File: src/rtl/lzc_pkg.sv
// Shared constants and types for the leading-zero/priority encoder family.
// Holds the vector/index widths, the common vector and index types, and the
// state encoding of the mask builder FSM.
package lzc_pkg;

   localparam int unsigned LZC_WIDTH = 34;
   localparam int unsigned LZC_CNT_W = 6;

   typedef logic [LZC_WIDTH-1:0] lzc_vec_t;
   typedef logic [LZC_CNT_W-1:0] lzc_idx_t;

   typedef enum logic {
      ACCUM = 1'b0,
      HOLD  = 1'b1
   } lzc_mask_state_e;

endpackage : lzc_pkg

File: src/rtl/lzc_idx_dec.sv
// Combinational index-to-one-hot decoder.
// Ports:
//   idx_i      : bit index (CNT_W bits)
//   onehot_o   : one-hot vector with bit idx_i set; all zero when idx_i >= WIDTH
//   in_range_o : idx_i < WIDTH
module lzc_idx_dec #(
   parameter int unsigned WIDTH = 34,
   parameter int unsigned CNT_W = $clog2(WIDTH)
) (
   input  logic [CNT_W-1:0] idx_i,
   output logic [WIDTH-1:0] onehot_o,
   output logic             in_range_o
);

   // Only indices that map onto a real bit position can match, so an
   // out-of-range index naturally decodes to all zero.
   always_comb begin
      onehot_o = '0;
      for (int unsigned i = 0; i < WIDTH; i++) begin
         onehot_o[i] = (idx_i == CNT_W'(i));
      end
   end

   assign in_range_o = (32'(idx_i) < WIDTH);

endmodule : lzc_idx_dec

File: src/rtl/lzc_mask_builder.sv
// Rebuilds a WIDTH-bit request vector from a stream of bit indices.
// Each accepted index sets its bit; a last-tagged beat closes the vector,
// which is then held on a valid/ready output until the consumer takes it.
// Optional feature macro: LZC_MASK_RANGE_CHK_EN (sticky out-of-range flag).
// Ports:
//   clk_i, rst_i      : clock, asynchronous active-high reset
//   flush_i           : synchronous abort, clears the vector, back to ACCUM
//   idx_valid_i/ready : index beat handshake; idx_i index, idx_last_i closes
//   mask_valid_o/ready: vector handshake
//   mask_o            : rebuilt vector (driven from the register in all states)
//   mask_empty_o      : mask_o is all zero
//   mask_err_o        : out-of-range index seen in the held vector
module lzc_mask_builder
   import lzc_pkg::*;
#(
   parameter int unsigned WIDTH = LZC_WIDTH,
   parameter int unsigned CNT_W = $clog2(WIDTH)
) (
   input  logic             clk_i,
   input  logic             rst_i,
   input  logic             flush_i,
   input  logic             idx_valid_i,
   output logic             idx_ready_o,
   input  logic [CNT_W-1:0] idx_i,
   input  logic             idx_last_i,
   output logic             mask_valid_o,
   input  logic             mask_ready_i,
   output logic [WIDTH-1:0] mask_o,
   output logic             mask_empty_o,
   output logic             mask_err_o
);

   lzc_mask_state_e  state_q, state_d;
   logic [WIDTH-1:0] mask_q, mask_d;
   logic [WIDTH-1:0] onehot;
   logic [WIDTH-1:0] set_vec;
   logic             in_range;
   logic             idx_fire;
   logic             mask_fire;

   lzc_idx_dec #(
      .WIDTH (WIDTH),
      .CNT_W (CNT_W)
   ) u_idx_dec (
      .idx_i      (idx_i),
      .onehot_o   (onehot),
      .in_range_o (in_range)
   );

   // Qualify with in_range so an out-of-range index can never set a bit,
   // regardless of how the decoder is parameterised.
   assign set_vec = in_range ? onehot : '0;

   // Handshake strobes; ready/valid are pure state decodes.
   assign idx_ready_o  = (state_q == ACCUM);
   assign mask_valid_o = (state_q == HOLD);
   assign idx_fire     = idx_valid_i & idx_ready_o;
   assign mask_fire    = mask_ready_i & mask_valid_o;

   // State and accumulation registers.
   always_ff @(posedge clk_i or posedge rst_i) begin
      if (rst_i) begin
         state_q <= ACCUM;
         mask_q  <= '0;
      end else begin
         state_q <= state_d;
         mask_q  <= mask_d;
      end
   end

   // Next-state and accumulation; flush overrides everything.
   always_comb begin
      state_d = state_q;
      mask_d  = mask_q;
      if (flush_i) begin
         state_d = ACCUM;
         mask_d  = '0;
      end else begin
         case (state_q)
            ACCUM: begin
               if (idx_fire) begin
                  mask_d = mask_q | set_vec;
                  if (idx_last_i) begin
                     state_d = HOLD;
                  end
               end
            end
            HOLD: begin
               if (mask_fire) begin
                  mask_d  = '0;
                  state_d = ACCUM;
               end
            end
            default: begin
               state_d = ACCUM;
               mask_d  = '0;
            end
         endcase
      end
   end

   assign mask_o       = mask_q;
   assign mask_empty_o = ~|mask_q;

`ifdef LZC_MASK_RANGE_CHK_EN
   logic err_q, err_d;

   // Sticky per-vector error: set by any accepted out-of-range index,
   // cleared when the vector is consumed or flushed.
   always_comb begin
      err_d = err_q;
      if (flush_i || mask_fire) begin
         err_d = 1'b0;
      end else if (idx_fire && !in_range) begin
         err_d = 1'b1;
      end
   end

   always_ff @(posedge clk_i or posedge rst_i) begin
      if (rst_i) begin
         err_q <= 1'b0;
      end else begin
         err_q <= err_d;
      end
   end

   assign mask_err_o = err_q & mask_valid_o;
`else
   assign mask_err_o = 1'b0;
`endif

endmodule : lzc_mask_builder

File: config.mk
export PLATFORM = sky130hd
export DESIGN_NAME = lzc_mask_builder
export DESIGN_NICKNAME = d
export VERILOG_FILES = /design/src/rtl/lzc_pkg.sv /design/src/rtl/lzc_idx_dec.sv /design/src/rtl/lzc_mask_builder.sv
export SDC_FILE = /design/constraint.sdc
export NUM_CORES = 1
export LEC_CHECK = 0
export CAP_MARGIN = 20
export CORE_MARGIN = 4
export CORE_UTILIZATION = 49
export CTS_CLUSTER_DIAMETER = 200
export DETAILED_ROUTE_END_ITERATION = 10
export PLACE_DENSITY_LB_ADDON = 0.12
export RECOVER_POWER = 50
export SLEW_MARGIN = 20
export SYNTH_ARGS = -nofsm -noshare
export SYNTH_HDL_FRONTEND = slang
export SYNTH_SLANG_ARGS = --single-unit
File: constraint.sdc
create_clock -name clk_i -period 3.4 [get_ports clk_i]
set_clock_uncertainty 0.15 [all_clocks]
set_input_delay 0.34 -clock clk_i [delete_from_list [all_inputs] [get_ports clk_i]]
set_output_delay 0.34 -clock clk_i [all_outputs]
set_load 0.01 [all_outputs]
==> After elaboration in Yosys (flattened, before gate mapping) <==
Index checks and enable logic that the tools add are counted.
{ "word_totals": {"regBits": 35, "in_bits": 12, "out_inout_bits": 38, "elab_cells": 56} }
{ "classes": {"magnitude_cmp": 1, "n_eq_ne": 35, "mux": 10, "n_bitwise": 4, "n_reduce_logical": 4} }
{ "op_table": {"columns": ["operator", "count"], "rows": [
  ["34-bit 2-to-1 mux", 4],
  ["6-bit by 5-bit == test with 1-bit output (second input constant)", 16],
  ["34-bit one-hot mux with 2 select lines", 1],
  ["6-bit by 4-bit == test with 1-bit output (second input constant)", 8],
  ["34-bit bitwise OR", 1],
  ["34-bit OR reduction", 1],
  ["6-bit by 3-bit == test with 1-bit output (second input constant)", 4],
  ["6-bit by 2-bit == test with 1-bit output (second input constant)", 2],
  ["6-bit == test (second input constant)", 2],
  ["6-bit by 1-bit == test with 1-bit output (second input constant)", 1],
  ["6-bit zero test", 1],
  ["6-bit less-than comparator (second input constant)", 1],
  ["3-bit by 2-bit != test with 1-bit output (second input constant)", 2],
  ["1-bit 2-to-1 mux", 4],
  ["1-bit bitwise AND", 2],
  ["1-bit one-hot mux with 2 select lines", 1],
  ["2-bit AND reduction", 1],
  ["1-bit zero test", 1],
  ["1-bit NOT", 1]
]} }

==> Longest topological paths before layout <==
Gate-level depths: netlist of the first run.
{ "depth": {"word_depth": 6, "depth_mapped": 5, "mapped_depth_nobuf": 3} }

==> Hierarchy <==
From an unflattened synthesis of the first run, not the netlist that was laid out.
{ "unflattened": {"cells_unflattened": 183, "hier_area_um2": 1828.0} }
{ "modules_own_cells": {"columns": ["mod", "n_inst", "cells_each", "area_each_um2"], "rows": [
  ["lzc_mask_builder", 1, 132, 1567.8],
  ["lzc_idx_dec", 1, 51, 260.2]
]} }

==> Worst setup path after synthesis of the first run <==
No wires, ideal clock.
{ "synth_timing": {"path_type": "register -> output", "from": "reg mask_q[17], in the netlist mask_o[17]", "to": "out mask_empty_o", "arrival_time_ns": 1.074, "slack_ns": 1.836, "stages_incl_launch_ff": 4, "path_buffers": 0, "path_cell_list": "dfrtp_1 > nor4_1 > nand3_1 > nor3_1"} }
{ "synth_via": {"elab_chain_cells": 2} }
{ "synth_lines": {"columns": ["element", "line", "text"], "rows": [
  ["start, declared", "lzc_mask_builder.sv:34", "logic [WIDTH-1:0] mask_q, mask_d;"],
  ["start signal, assigned", "lzc_mask_builder.sv:67", "mask_q <= mask_d;"],
  ["34-bit OR reduction", "lzc_mask_builder.sv:103", "assign mask_empty_o = ~|mask_q;"],
  ["1-bit zero test", "lzc_mask_builder.sv:103", null],
  ["end, declared", "lzc_mask_builder.sv:29", "output logic mask_empty_o,"]
]} }
No other way between the ends.

==> Worst setup path in the final report of the first run <==
Ends and elaborated chain as after synthesis.

==> results of run 1 <==
logic make-up after synthesis:
family	synth area share, %
flops	57.0
simple gates	20.4
other cells	0.244
buf+inv	7.91
compound gates	14.4
layout make-up:
type | count | area (µm²) | area share (%)
inverter | 2 | 7.51 | 0.369
tap | 44 | 55.1 | 2.71
clock buffer | 6 | 41.3 | 2.03
timing repair buffer | 51 | 495 | 24.4
multi-input combinational | 97 | 544 | 26.8
sequential | 35 | 876 | 43.1
clock inverter | 2 | 12.5 | 0.616
final timing paths:
kind | startpoint | endpoint | slack (ns)
setup reg to reg | mask_valid_o | mask_o[13] | 1.06
max in group asynchronous | rst_i | mask_o[10] | 1.04
min in group asynchronous | rst_i | mask_o[12] | 0.96
hold reg to reg | mask_o[6] | mask_o[6] | 0.38
hold / removal | mask_o[6] | mask_o[6] | 0.38
setup / recovery | mask_o[17] | mask_empty_o | 0.86
sequential cells by signal, summed over array words and instances, names as in the netlist:
register,cells
mask_o,34
mask_valid_o,1
placed cells by master (no fill, tap or decap), drive strengths merged:
cell / n
conb: 1
clkinv: 1
nand2: 1
a31oi: 31
a21o: 1
nor4bb: 2
a21oi: 4
nor4b: 1
nand3: 1
nor4: 9
clkbuf: 8
inv: 2
buf: 1
nor2: 38
clkdlybuf4s50: 47
nand4: 1
dfrtp: 35
dlygate4sd3: 1
nor2b: 4
nor3: 1
and2: 2
clkinvlp: 1
routing by layer:
| metal | track usage, % | up-vias | wire length (µm) |
|---|---|---|---|
| met1 | 26.6 | 647 | 1590 |
| met2 | 33.7 | 62 | 1930 |
| met5 | 0 | - | 0 |
| met4 | 7.82 | 0 | 60 |
| li1 | - | 613 | - |
| met3 | 6.15 | 7 | 346 |
where the power goes:
part           internal, mW  switching [mW]
registers             0.419         0.00398
clock network        0.0798           0.141
logic                0.0322          0.0517
total                 0.531           0.196
stage by stage:
| stage | utilization (%) | area, µm² |
|---|---|---|
| finish | 67.1 | 2030 |
| global route | 67.1 | 2030 |
| CTS | 67.4 | 2040 |
| detailed placement | 65.6 | 1990 |
| global placement | 65.6 | 1990 |
| floorplan | - | 1540 |
tightest hold or removal path, stage by stage (launching register included):
cell,delay (ns)
dfrtp_1,0.38
a31oi_1,0.05
nor2_1,0.07
==> impl_results.md, run 1 <==
* Status: finished, violations left
* Violated checks: max-capacitance violations, max-slew violations
* Arrival time at the worst endpoint at between 2 and 2.5 ns
* Crit end category: primary output
* Num rows at 20
* Via Count at ~1300
* Slowest cell on crit path: clkdlybuf4s50_1
* Core Footprint at approximately 3000 µm²
* Largest net degree at the start of global routing at 36
* Cell count after synthesis at about 150
* IO Pins at 50
* Post-synth EDFFs at 0
* # H-tree levels at 2
* Die Y at between 60 and 70 µm
* Seq cells post-synth at 35
* Mean Syn Cell Area at slightly above 10 µm²
* Hold Crit Class: reg2reg
* Fmax achieved at ~390 MHz
* Nets at about 200
* CP delay by family, top: simple AND/OR/NAND/NOR gates
* WL per Instance at around 17 µm
* # DRC at 0
* Post-Syn Nets at 160
* Cell taking the most area after synthesis: dfrtp_1
* Antenna Nets Post-Route at 0
* Number of global-route vias before repair at roughly 1300
* Clock latency at the later pin of the worst-skew pair at between 0.3 and 0.4 ns
* CP cell instances: nor4_1 -> nand3_1 -> nor3_1 -> clkdlybuf4s50_1
* Hold path cells at 2
* Top-area cell type share of the netlist area at 57.0%
* Worst setup margin at between 0.8 and 0.9 ns
* Worst path max stage delay at between 0.5 and 0.6 ns
* Maxcap violations at 2
* Area of the mapped netlist at roughly 1500 µm²
* Reg clk slew, reported paths at 0.11 ns
* Synth cell types at 21
* Top_reg_cell synth: dfrtp_1
* DRT Pass-1 Iters at 4
* Area Growth Syn to Fin at 32.4%
* Slew Limit Fails at between 70 and 80
* Vias/cell at about 5.6
* Static leakage at 0.867 nW
* Sequential element share of the synthesized area at between 50 and 60%
* Placed cells at ~230
* Synth warnings at 0
* Worst Path Required at 2.91 ns
* Setup bufs post-CTS at 0
* CTS tree: built
* CTS resizes at 0
* Post-synth top cells: 35 x dfrtp_1, 33 x nor2_1, 31 x a31oi_1, 9 x nor4_1, 6 x buf_6
* Final setup viols at 0
* Hold_ws at approximately 0.38 ns
* Share of cells above drive strength 1 at 7.77%
* CTS hold repair buffers at 0
* RSZ-0062 raised after global routing: no
* GP Congestion at around 0.8
* CP Max Fanout at 3
* Clk sinks at 35
* Antenna violations before repair at 0
* ANT cells at 0
* Buf/Inv on CP at 1
* Max IR drop VDD at between 0.15 and 0.2 mV
* Pwr/cell area at 358 nW/µm²
* Critical Path Stages at 4
* CP Class: reg2out
* Initial drt markers at 113
* Worst Reg-to-Reg Cells at 3
* Fin crit period at around 2.5 ns
* Ys async rst share at between 90% and 100%
* Pre-CTS WS at 1.20 ns
* Initial Utilization at 50.7%
* Num CTS Buffers at 5
* Sum of negative setup slack at 0 ns
* Startpoint Class: flop
* WL final at about 3.9 mm
* Most common cell in the synthesized netlist: dfrtp_1
* Rel. slew slack at -27.1%
* Fill count at 250
* Top post-synthesis cells by area: dfrtp_1 57%, a31oi_1 13%, nor2_1 8.1%
* Layout Cells excl Fill at between 200 and 250
* Max clock buf depth at 2
* Die Wd at between 60 and 70 µm
* GRT overflow at 0
* Final Cycle Share at 74.7%
* Dpl hpwl at 2.63 mm
* First-pass GRT wire length at 6.48 mm
* Final Hold Fails at 0
* Tightest Pin Transition at 1.91 ns
* Root buffer cell: clkbuf_4
* GRT Total Usage at 20.9%
* Die area at between 4000 and 5000 µm²
* Design Power at 0.727 mW
* Port-buffer cells at between 40 and 50
No activity file was read; power rests on OpenSTA's default activity.
==> run 2: changes to the inputs <==
--- a/config.mk
+++ b/config.mk
@@ -7,7 +7,7 @@
 export LEC_CHECK = 0
 export CAP_MARGIN = 20
 export CORE_MARGIN = 4
-export CORE_UTILIZATION = 49
+export CORE_UTILIZATION = 41
 export CTS_CLUSTER_DIAMETER = 200
 export DETAILED_ROUTE_END_ITERATION = 10
 export PLACE_DENSITY_LB_ADDON = 0.12
==> constraint.sdc (replaced) <==
create_clock -name clk_i -period 2.31 [get_ports clk_i]
set_clock_uncertainty 0.15 [all_clocks]
set_input_delay 0.231 -clock clk_i [delete_from_list [all_inputs] [get_ports clk_i]]
set_output_delay 0.231 -clock clk_i [all_outputs]
set_load 0.01 [all_outputs]
==> run 2 against run 1 <==
Against the previous run: the flow now finishes without violations; sequential power grew 48%; highest routed layer unchanged; final cell count increased by 1.7%; power grew 57%; critical path type unchanged; largest power group unchanged; utilization is 6.2 points lower; routed wire length rose by 1.9%; sequential share of layout area fell by 1.6 points; cell area is 3.9% higher; clock power rose by 79%; non-clock buffer count is 4 higher.
==> impl_results.md, run 2 (synthesis gave the netlist of run 1 again) <==
* Pwr/cell area at 541 nW/µm²
* Net Sw Power at 0.274 mW
* CTS tree: built
* Hold Crit Class: reg2reg
* GRT Total Usage at roughly 18%
* Final setup viols at 0
* Area Growth Syn to Fin at 37.6%
* Logic pwr share at ~11%
* Critical R2R Capture: mask_o[9]
* Antenna violations before repair at 0
* Share of cells above drive strength 1 at between 10% and 20%
* # DRC at 0
* Power share of the clock group at 34.4%
* Clk sinks at 35
* Hold Path Origin: mask_o[27]
* Initial Utilization at between 40 and 50%
* CTS hold repair buffers at 0
* Max clock buf depth at 2
* Number of global-route vias before repair at 1405
* Final Hold Fails at 0
* Vias/cell at 5.43
* Met1 wire length at approximately 1.7 mm
* Static leakage at 0.912 nW
* Startpoint Class: flop
* Slew Limit Fails at 0
* Pre-CTS WS at 0.210 ns
* Placed cells at approximately 240
* Reg clk slew, reported paths at about 0.060 ns
* Antenna Nets Post-Route at 0
* Max reg flops at 34
* Power Internal at about 0.87 mW
* Dpl cell area at 2020 µm²
* Sequential share of power at between 50% and 60%
* ANT cells at 0
* Max IR drop VDD at approximately 0.34 mV
* Hold_ws at 0.374 ns
* Commonest non-fill, non-tap cell in the layout: clkdlybuf4s50_1
* Most frequent cells in the layout: 46 x clkdlybuf4s50_1, 35 x dfrtp_1, 33 x nor2_1
* Switching Fraction at roughly a quarter
* Die Wd at about 70 µm
* Worst Setup SP: mask_o[17]
* Dpl hpwl at 2.84 mm
* Rel. slew slack at between 40% and 50%
* Worst Path Required at 1.93 ns
* First-pass GRT wire length at 6.97 mm
* Worst Reg-to-Reg Cells at 3
* Num rows at 21
* # H-tree levels at 2
* Reg-to-reg slack, setup at about 0.64 ns
* Uppermost layer routed: met4
* CP Max Fanout at 3
* CP Class: reg2out
* Largest net degree at the start of global routing at 36
* Initial drt markers at 117
* GP Congestion at roughly 0.8
* Arrival time at the worst endpoint at 1.63 ns
* GRT overflow at 0
* Hold path cells at 2
* Worst setup margin at roughly 0.30 ns
* Port-buffer cells at between 40 and 50
* Hold EP: mask_o[27]
* Status: completed
* Root buffer cell: clkbuf_8
* Die Y at 69.2 µm
* DRT Pass-1 Iters at 4
* Sum of negative setup slack at 0 ns
* Crit end category: primary output
* Tightest Pin Transition at about 0.84 ns
* Nets at 208
* RSZ-0062 raised after global routing: no
* Final Cycle Share at just under 90%
* Core Util, Final at about 60%
* Layout Cells excl Fill at roughly 240
* Routed length on met3 at 231 µm
* Clock latency at the later pin of the worst-skew pair at ~0.28 ns
* Num CTS Buffers at 5
* Met2 routed WL at 2.00 mm
* Core Footprint at 3470 µm²
* Fmax achieved at roughly 500 MHz
* WL final at 4.00 mm
* Post-route design area at 2110 µm²
* WL per Instance at between 15 and 20 µm
* Design Power at roughly 1.1 mW
* Maxcap violations at 0
* Via Count at between 1000 and 1500
* Origin of the critical flop-to-flop path: mask_valid_o
* Fin crit period at approximately 2.0 ns
* IO Pins at 50
* Die area at around 4800 µm²
run 2: cell count changes in the layout (fill, tap and decap cells not counted):
cell             previous run  this run
clkbuf_4                    5         0
clkbuf_8                    0         5
buf_4                       1         5
nor4_1                      9         6
clkbuf_1                    3         1
clkbuf_2                    0         2
nor4_2                      0         2
clkdlybuf4s50_1            47        46
clkinv_2                    1         0
clkinvlp_4                  1         0
dlygate4sd2_1               0         1
nor4_4                      0         1
run 2: layer usage:
metal  GRT usage [%]  vias to the layer above
met5               0                        -
met4            5.86                        0
met3            5.07                        8
met2            29.2                       45
met1            22.9                      632
li1                -                      624
run 2: repair_timing:
item / in CTS / in global routing
resized for setup: 5 / 0
buffers inserted: 0 / 0
setup endpoints to repair: 1 / 0
run 2: worst max path at each step:
stage | endpoint | cells past startpoint
after global placement | mask_empty_o | 4
final | mask_empty_o | 4
after global routing | mask_empty_o | 4
after CTS | mask_empty_o | 4
after floorplan | mask_empty_o | 3
after detailed placement | mask_empty_o | 4
run 2: area by class of cell:
class / instances / area (µm²)
Fill cell: 314 / 1360
Sequential cell: 35 / 876
Multi-Input combinational cell: 97 / 572
Timing Repair Buffer: 55 / 527
Clock buffer: 6 / 72.6
Tap cell: 46 / 57.6
Inverter: 2 / 7.51
run 2: critical path, stage by stage, from the launching register on:
cell	delay [ns]
dfrtp_1	0.41
nor4_1	0.31
nand3_1	0.17
nor3_1	0.18
dlygate4sd2_1	0.29
run 2: power by group through the flow:
stage	sequential, mW	combinational, mW	clock (mW)
after floorplan	0.636	0.0762	0
after global placement	0.634	0.130	0
after detailed placement	0.635	0.130	0
after CTS	0.624	0.130	0.400
after global routing	0.624	0.139	0.425
final	0.624	0.126	0.393
==> run 3: changes to the inputs <==
--- a/config.mk
+++ b/config.mk
@@ -12,6 +12,7 @@
 export DETAILED_ROUTE_END_ITERATION = 10
 export PLACE_DENSITY_LB_ADDON = 0.12
 export RECOVER_POWER = 50
+export SKIP_CTS_REPAIR_TIMING = 1
 export SLEW_MARGIN = 20
 export SYNTH_ARGS = -nofsm -noshare
 export SYNTH_HDL_FRONTEND = slang
==> run 3 against run 2 <==
Against the previous run: sequential power about the same; critical path depth unchanged; die area stayed put; global-route usage fell by 0.061 points; utilization rose by 0.18 points; register-to-register slack hardly changed; combinational power about the same; worst hold slack lost 0.0021 ns; clock power about the same; final cell count unchanged; critical endpoint unchanged; largest cell class unchanged.
==> impl_results.md, run 3 (synthesis gave the netlist of run 1 again) <==
* Pwr/cell area at between 500 and 600 nW/µm²
* Switching Fraction at between 20 and 25%
* First-pass GRT wire length at 6.95 mm
* Root buffer cell: clkbuf_8
* Hold_ws at roughly 0.37 ns
* Initial Utilization at ~44%
* Number of global-route vias before repair at 1396
* Max reg flops at 34
* Core Footprint at ~3500 µm²
* Fin crit period at between 1.5 and 2 ns
* Sum of negative setup slack at 0 ns
* Largest net degree at the start of global routing at 36
* Final Hold Fails at 0
* Placed cells at roughly 240
* ANT cells at 0
* Rel. slew slack at 44.2%
* CTS tree: built
* Arrival time at the worst endpoint at around 1.5 ns
* Die Wd at around 69 µm
* WL per Instance at 16.6 µm
* Vias/cell at between 5 and 6
* Fmax achieved at about 530 MHz
* Final Cycle Share at 81.4%
* GRT Total Usage at around 18%
* Power Internal at 0.871 mW
* Static leakage at 0.913 nW
* Die Y at between 60 and 70 µm
* Sequential share of power at a little over half
* Status: completed
* Worst Path Required at 1.93 ns
* RSZ-0062 raised after global routing: no
* Hold Crit Class: reg2reg
* CP Class: reg2out
* Num CTS Buffers at 5
* Max IR drop VDD at 0.338 mV
* Dpl hpwl at between 2 and 3 mm
* Power share of the clock group at ~35%
* IO Pins at 50
* # H-tree levels at 2
* Share of cells above drive strength 1 at between 10% and 20%
* Startpoint Class: flop
* DRT Pass-1 Iters at 4
* GRT overflow at 0
* CP Max Fanout at 3
* Crit end category: primary output
* Commonest non-fill, non-tap cell in the layout: clkdlybuf4s50_1
* Net Sw Power at 0.277 mW
* GP Congestion at 0.796
* Antenna violations before repair at 0
* Maxcap violations at 0
* Clk sinks at 35
* Slew Limit Fails at 0
* Max clock buf depth at 2
* # DRC at 0
* Final setup viols at 0
* Most frequent cells in the layout: 46 x clkdlybuf4s50_1, 35 x dfrtp_1, 33 x nor2_1
* Antenna Nets Post-Route at 0
* Die area at roughly 4800 µm²
* WL final at between 4 and 5 mm
* Via Count at approximately 1300
* Area Growth Syn to Fin at 38.0%
* Nets at roughly 210
* Layout Cells excl Fill at ~240
* Num rows at 21
* Reg clk slew, reported paths at ~0.060 ns
* Logic pwr share at between 10% and 20%
* Initial drt markers at a little over 90
* Tightest Pin Transition at about 0.84 ns
* Clock latency at the later pin of the worst-skew pair at between 0.2 and 0.3 ns
* Fill count at 311
* Port-buffer cells at 48
-- run 3: path summary, 6_finish.rpt --
check                             startpoint  slack [ns]            to  cells after the start
worst max-delay path               mask_o[9]        0.43  mask_empty_o                      4
worst min-delay path              mask_o[27]        0.37    mask_o[27]                      2
worst max register to register  mask_valid_o        0.64     mask_o[9]                      3
worst min register to register    mask_o[27]        0.37    mask_o[27]                      2
max in group asynchronous              rst_i        1.00    mask_o[25]                      3
min in group asynchronous              rst_i        0.49     mask_o[7]                      3
-- run 3: critical path, stage by stage (launching register included) --
cell and delay (ns):
dfrtp_1 0.41, nor4_2 0.29, nand3_1 0.17, nor3_2 0.17, dlymetal6s2s_1 0.18
-- run 3: power groups by stage --
stage / registers (mW) / logic, mW / clock network, mW
6_report: 0.624 / 0.128 / 0.396
5_1_grt: 0.624 / 0.141 / 0.425
4_1_cts: 0.623 / 0.131 / 0.400
3_5_place_dp: 0.635 / 0.130 / 0
3_3_place_gp: 0.634 / 0.130 / 0
2_1_floorplan: 0.636 / 0.0762 / 0
-- run 3: layout make-up --
class	instances	area (µm²)	share of cell area, %
Sequential cell	35	876	41.3
Multi-Input combinational cell	97	574	27.1
Timing Repair Buffer	55	531	25.0
Clock buffer	6	72.6	3.43
Tap cell	46	57.6	2.72
Inverter	2	7.51	0.354
-- run 3: metal layers --
layer  GRT usage, %  share of wire [%]  wire, µm
met5              0                  0         0
met4           5.86                2.0        80
met3           5.07                6.4       257
met2           29.2                 49      1980
met1           22.7                 42      1690
-- run 3: metrics by stage --
stage	setup slack, ns	area (µm²)	utilization (%)	total power, mW
2_1_floorplan	0.855	1540	-	0.712
3_3_place_gp	0.255	2020	58.2	0.764
3_5_place_dp	0.210	2020	58.2	0.765
4_1_cts	-0.103	2090	60.3	1.15
5_1_grt	0.345	2120	61.1	1.19
6_report	0.430	2120	61.1	1.15
